### config.mk
export PLATFORM = sky130hd
export DESIGN_NAME = neuron_wb_loader
export DESIGN_NICKNAME = d
export VERILOG_FILES = /design/src/rtl/neuron_wb_loader.sv
export SDC_FILE = /design/constraint.sdc
export NUM_CORES = 1
export LEC_CHECK = 0
export BUFFER_PORTS_ARGS = -buffer_cell sky130_fd_sc_hd__buf_2
export CORE_MARGIN = 4
export CORE_UTILIZATION = 45
export DETAILED_ROUTE_END_ITERATION = 7
export PLACE_DENSITY = 0.74
export SLEW_MARGIN = 20
export SYNTH_ARGS = -nofsm -noshare
export SYNTH_HDL_FRONTEND = slang
export SYNTH_SLANG_ARGS = --single-unit
### constraint.sdc
create_clock -name clock_n -period 2.3 [get_ports clock_n]
set_clock_uncertainty 0.2 [all_clocks]
set_input_delay 0.46 -clock clock_n [delete_from_list [all_inputs] [get_ports clock_n]]
set_output_delay 0.46 -clock clock_n [all_outputs]
set_load 0.02 [all_outputs]
### src/rtl/neuron_wb_loader.sv
// Streams weight and bias words into a bank of neurons, one neuron at a time.
// All state updates happen on the falling edge of clock_n.
`timescale 1ns/1ps

module neuron_wb_loader #(
    parameter int WEIGHT_SIZE = 16,
    parameter int NUM_INPUTS  = 3,
    parameter int NUM_NEURONS = 4
) (
    input  logic                          clock_n,
    input  logic                          reset,
    input  logic                          start,
    input  logic signed [WEIGHT_SIZE-1:0] word_in,
    input  logic                          word_valid,
    output logic                          word_ready,
    output logic signed [WEIGHT_SIZE-1:0] weights_out [NUM_INPUTS],
    output logic signed [WEIGHT_SIZE-1:0] bias_out,
    output logic                          wb_en,
    output logic [NUM_NEURONS-1:0]        neuron_sel,
    output logic                          busy,
    output logic                          done
);

    localparam int WCW = $clog2(NUM_INPUTS + 1);
    localparam int NCW = (NUM_NEURONS > 1) ? $clog2(NUM_NEURONS) : 1;

    typedef enum logic [1:0] {IDLE, COLLECT, COMMIT, FINISH} state_t;

    state_t         state, state_nxt;
    logic [WCW-1:0] word_cnt, word_cnt_nxt;
    logic [NCW-1:0] neuron_cnt, neuron_cnt_nxt;
    logic           xfer;
    logic           last_word;
    logic           last_neuron;

    assign xfer        = word_ready && word_valid;
    assign last_word   = (word_cnt == WCW'(NUM_INPUTS));
    assign last_neuron = (neuron_cnt == NCW'(NUM_NEURONS - 1));
    assign busy        = (state != IDLE);

    // NOTE: sequential state uses non-blocking assignments so every register
    // samples the pre-edge values of the others.
    always_ff @(negedge clock_n or posedge reset) begin
        if (reset) begin
            state      <= IDLE;
            word_cnt   <= '0;
            neuron_cnt <= '0;
        end else begin
            state      <= state_nxt;
            word_cnt   <= word_cnt_nxt;
            neuron_cnt <= neuron_cnt_nxt;
        end
    end

    // NOTE: every output of this block gets a default first, so no path
    // through the case statement can infer a latch.
    always_comb begin
        state_nxt      = state;
        word_cnt_nxt   = word_cnt;
        neuron_cnt_nxt = neuron_cnt;
        word_ready     = 1'b0;
        wb_en          = 1'b0;
        neuron_sel     = '0;
        done           = 1'b0;
        case (state)
            IDLE: begin
                if (start) begin
                    state_nxt      = COLLECT;
                    word_cnt_nxt   = '0;
                    neuron_cnt_nxt = '0;
                end
            end
            COLLECT: begin
                word_ready = 1'b1;
                if (word_valid) begin
                    if (last_word) state_nxt    = COMMIT;
                    else           word_cnt_nxt = word_cnt + 1'b1;
                end
            end
            COMMIT: begin
                wb_en      = 1'b1;
                neuron_sel = NUM_NEURONS'(1) << neuron_cnt;
                if (last_neuron) begin
                    state_nxt = FINISH;
                end else begin
                    state_nxt      = COLLECT;
                    neuron_cnt_nxt = neuron_cnt + 1'b1;
                    word_cnt_nxt   = '0;
                end
            end
            FINISH: begin
                done      = 1'b1;
                state_nxt = IDLE;
            end
            default: state_nxt = IDLE;
        endcase
    end

    // NOTE: the weight registers are few and drive the neurons directly, so
    // they are cleared on reset rather than left as uninitialised storage.
    always_ff @(negedge clock_n or posedge reset) begin
        if (reset) begin
            for (int i = 0; i < NUM_INPUTS; i++) weights_out[i] <= '0;
            bias_out <= '0;
        end else if (xfer) begin
            if (last_word) begin
                bias_out <= word_in;
            end else begin
                for (int i = 0; i < NUM_INPUTS; i++)
                    if (word_cnt == WCW'(i)) weights_out[i] <= word_in;
            end
        end
    end

endmodule
# Yosys cells after proc, flatten, opt, wreduce, memory -nomap -nowiden
# Index checks and enable logic that the tools add are counted.
# Widths: inputs -> output; s select.
[classes]
n_shift = 1
add_sub_neg = 2
reduce_logical = 13
n_mux = 16
eq_ne = 12
n_bitwise = 1
[op_table]
columns = ["op", "n"]
rows = [
  ["$mux 2", 9],
  ["$reduce_and 3->1", 5],
  ["$eq 2x2->1 const B", 5],
  ["$ne 2x2->1 const B", 5],
  ["$pmux 2 s4", 1],
  ["$pmux 2 s3", 1],
  ["$reduce_and 5->1", 1],
  ["$add 2x1->2 const B", 2],
  ["$eq 2x1->1 const B", 2],
  ["$logic_not 2->1", 2],
  ["$mux 4", 1],
  ["$pmux 2 s2", 1],
  ["$reduce_bool 2->1", 2],
  ["$shl 1x2->4 const A", 1],
  ["$mux 1", 3],
  ["$reduce_bool 3->1", 1],
  ["$reduce_and 2->1", 1],
  ["$logic_and 1x1->1", 1],
  ["$not 1->1", 1],
]
[word_totals]
register_bits = 70
inputBits = 20
wordCells = 52

# Depth between registers and ports, before layout
[depth]
word_depth = 4
ltp_mapped = 6
depth_no_buf = 4

==> impl_metrics.toml <==
[setup_path]
worstPathCellList = "inv_2 -> ha_2 -> and2_4 -> buf_6"
endpoint_kind = "output port"
crit_path_start = "neuron_cnt[0]$_DFFE_NP0P_"
critical_path.top_delay_family = "flip-flops"
cp_slowest_cell = "dfrtn_1"
r2r-end = "weights_out[35]$_DFFE_NP0P_"
r2r-start = "state[0]$_DFFE_NP0P_"
crit_path_max_fanout = 4
r2r_slack_ps = 190
crit_buf_inv = 2
cp.arrival_ps = 2470
cp_num_cells = 4
critPathCapture = "neuron_sel[0]"
cp_slowest_stage_delay_ps = 490
worstSetupStartpointType = "flip-flop"
critPathRequiredTime_ps = 1640
criticalPathCategory = "flip-flop to output port"
reg2reg_depth = 7

[finish]
area_delta_synth_final_pct = 82.2
diodes = 0
final_cells = 485
fin_nets = 433
fillers = 282
final_util_pct = 85.2
drive_gt1_share_pct = 76.5

[synthesis]
ys.flop_type = "dfrtn_1"
yosysSeqAreaShare_pct = 58.7
syn_inst = 186
synth-xor-area-share_pct = 0
syn_nets = 215
synthArstFlopShare_pct = 100
syn_avg_cell_area_sq_um = 16.1
synth_compound_area_share_pct = 1.72
synth-edff-count = 0
synth-simple-area-share_pct = 5.03
synth.mux.area_fraction_pct = 28.3
synthAdderAreaFrac_pct = 3.77
ys_ff_latch = 70
yosysWarnings = 0
synth_cell_types = 23
syn-cell-area_sq_um = 2990
synth_top_family_by_area = "multiplexers"

[cts]
cts-root-buf = "clkbuf_8"
cts_tree = "yes"
cts-hold-fix-buffers = 0
cts_max_level = 3
cts_buffers = 9
clockBufferDepth = 2
clk_pin_slew_ps = 50
clock_sinks = 70
clkLatencyLatePin_ps = 320

[timing]
worst_slack_ps = -830
fin_tns_setup_ps = -51770
tightest_slew_ps = 273
finalHoldViolCount = 0
final-setup-viol-count = 136
rsz0062_at_grt = "true"
slew_viol_final = 0
slew_headroom_pct = 81.8

[floorplanning]
die_h_um = 89.5
coreArea_sq_um = 6390
die_width_um = 89.5
dieArea_sq_um = 8000
num_rows = 29
initial_core_util_pct = 46.8
ioPinCount = 92

[run_status]
violations = "negative setup slack"
status = "finished with violations"

[place]
dp_cells = 405
post-dp-hpwl_um = 4660
portBuffers = 91
gp_congestion = 0.752

[flow_run]
cap_violations = 0

[global_routing]
overflow = 0
antenna_found_initial = 0
grt_usage_pct = 22.3
grt_max_degree = 43
grt_pass1_wl_um = 13100
grt_pass1_vias = 2497

[hold_path]
min_path_type = "flip-flop to flip-flop"
min_from = "weights_out[27]$_DFFE_NP0P_"

[detailed_routing]
via_per_inst = 4.95
wl_um = 9650
drcViolationCount = 0
ant_nets = 0
wl_per_cell_um = 19.9
drt-initial-drc-count = 110
vias = 2401
drtPass1Iterations = 4

[power_and_ir_drop]
peakVddDrop_uv = 1300
power_density_nw_per_um2 = 1590
leakage_nw = 2.92
==> cells by family (layout without fill, tap and decap cells) <==
kind of cell               after synthesis  in the layout
DFF                                     70             70
muxes                                   65             65
and+or+nand+nor                         23             23
buffers and inverters                   12            234
adders and majority gates                9              9
AOI/OAI and AO/OA                        7              7
==> per-stage QoR <==
stage	power [mW]	area (sq um)	worst slack (ps)	hold WS, ps
detailed placement	5.68	4100	-720	248
finish	8.66	5440	-830	282
global route	9.06	5440	-879	291
CTS	8.04	5170	-826	282
floorplan	4.25	3110	-530	292
global placement	5.59	4100	-710	245
==> cells in the final DEF, fill, tap and decap left out, drive strengths merged, types with 2 or more instances in the layout <==
master,n
a22o,3
nand2b,3
clkinv,4
buf,213
inv,5
clkinvlp,2
ha,9
mux2,65
and2,4
clkbuf,10
nand2,10
dfrtn,70
==> worst register-to-register path: cells and delay by family, from the launching register on <==
kind | cells | cell delay, ps
flip-flops | 1 | 560
buffers and inverters | 4 | 550
AND/OR/NAND/NOR | 2 | 350
multiplexers | 1 | 310
==> synthesized netlist by cell type, types with 2 or more instances <==
master / number / share of area, %
nand2b_1: 3 / 0.63
a22o_1: 3 / 0.88
mux2_2: 35 / 13
buf_6: 3 / 1.1
and2_1: 4 / 0.84
buf_4: 2 / 0.50
mux2_4: 30 / 15
dfrtn_1: 70 / 59
nand2_1: 7 / 0.88
nand2_4: 3 / 1.1
ha_1: 9 / 3.8
inv_1: 6 / 0.75
==> sequential cells by signal (all words and copies together) (netlist names) <==
| name | flops |
|---|---|
| weights_out | 48 |
| bias_out | 16 |
| neuron_cnt | 2 |
| state | 2 |
| word_cnt | 2 |
==> cell type report <==
type,instances,area (sq um),area share (%)
clock buffers,10,128,2.34
clock inverters,5,27.5,0.506
inverters,6,26.3,0.483
multi-input cells,104,1360,24.9
flip-flops and latches,70,1750,32.2
well taps,77,96.3,1.77
repair buffers,213,2060,37.8
==> where the power goes <==
part           switching [mW]  internal (mW)
registers               0.555           1.89
logic                    2.00           3.37
clock network           0.471          0.379
total                    3.03           5.64
==> metal layers <==
layer,routed length (um),track usage [%],up-vias
li1,-,-,1079
met1,3730,28.0,1204
met2,5120,39.3,97
met3,599,4.61,21
met4,195,5.95,0
met5,0,0,-
==> what timing repair did <==
item                                    in CTS  in global routing
pin swaps                                    3                  0
gates cloned                                 4                  0
endpoints found under the setup margin     138                137
resized for setup                          175                 13
buffers inserted                            31                 32
==> worst min path at each step <==
stage                                              to  slack [ps]  depth (start not counted)
after floorplan             neuron_cnt[0]$_DFFE_NP0P_         290                          1
after global placement    weights_out[25]$_DFFE_NP0P_         240                          1
after detailed placement  weights_out[46]$_DFFE_NP0P_         250                          1
after CTS                 weights_out[25]$_DFFE_NP0P_         280                          1
after global routing      weights_out[27]$_DFFE_NP0P_         290                          1
final                     weights_out[27]$_DFFE_NP0P_         280                          1
No activity file was read; power rests on OpenSTA's default activity.
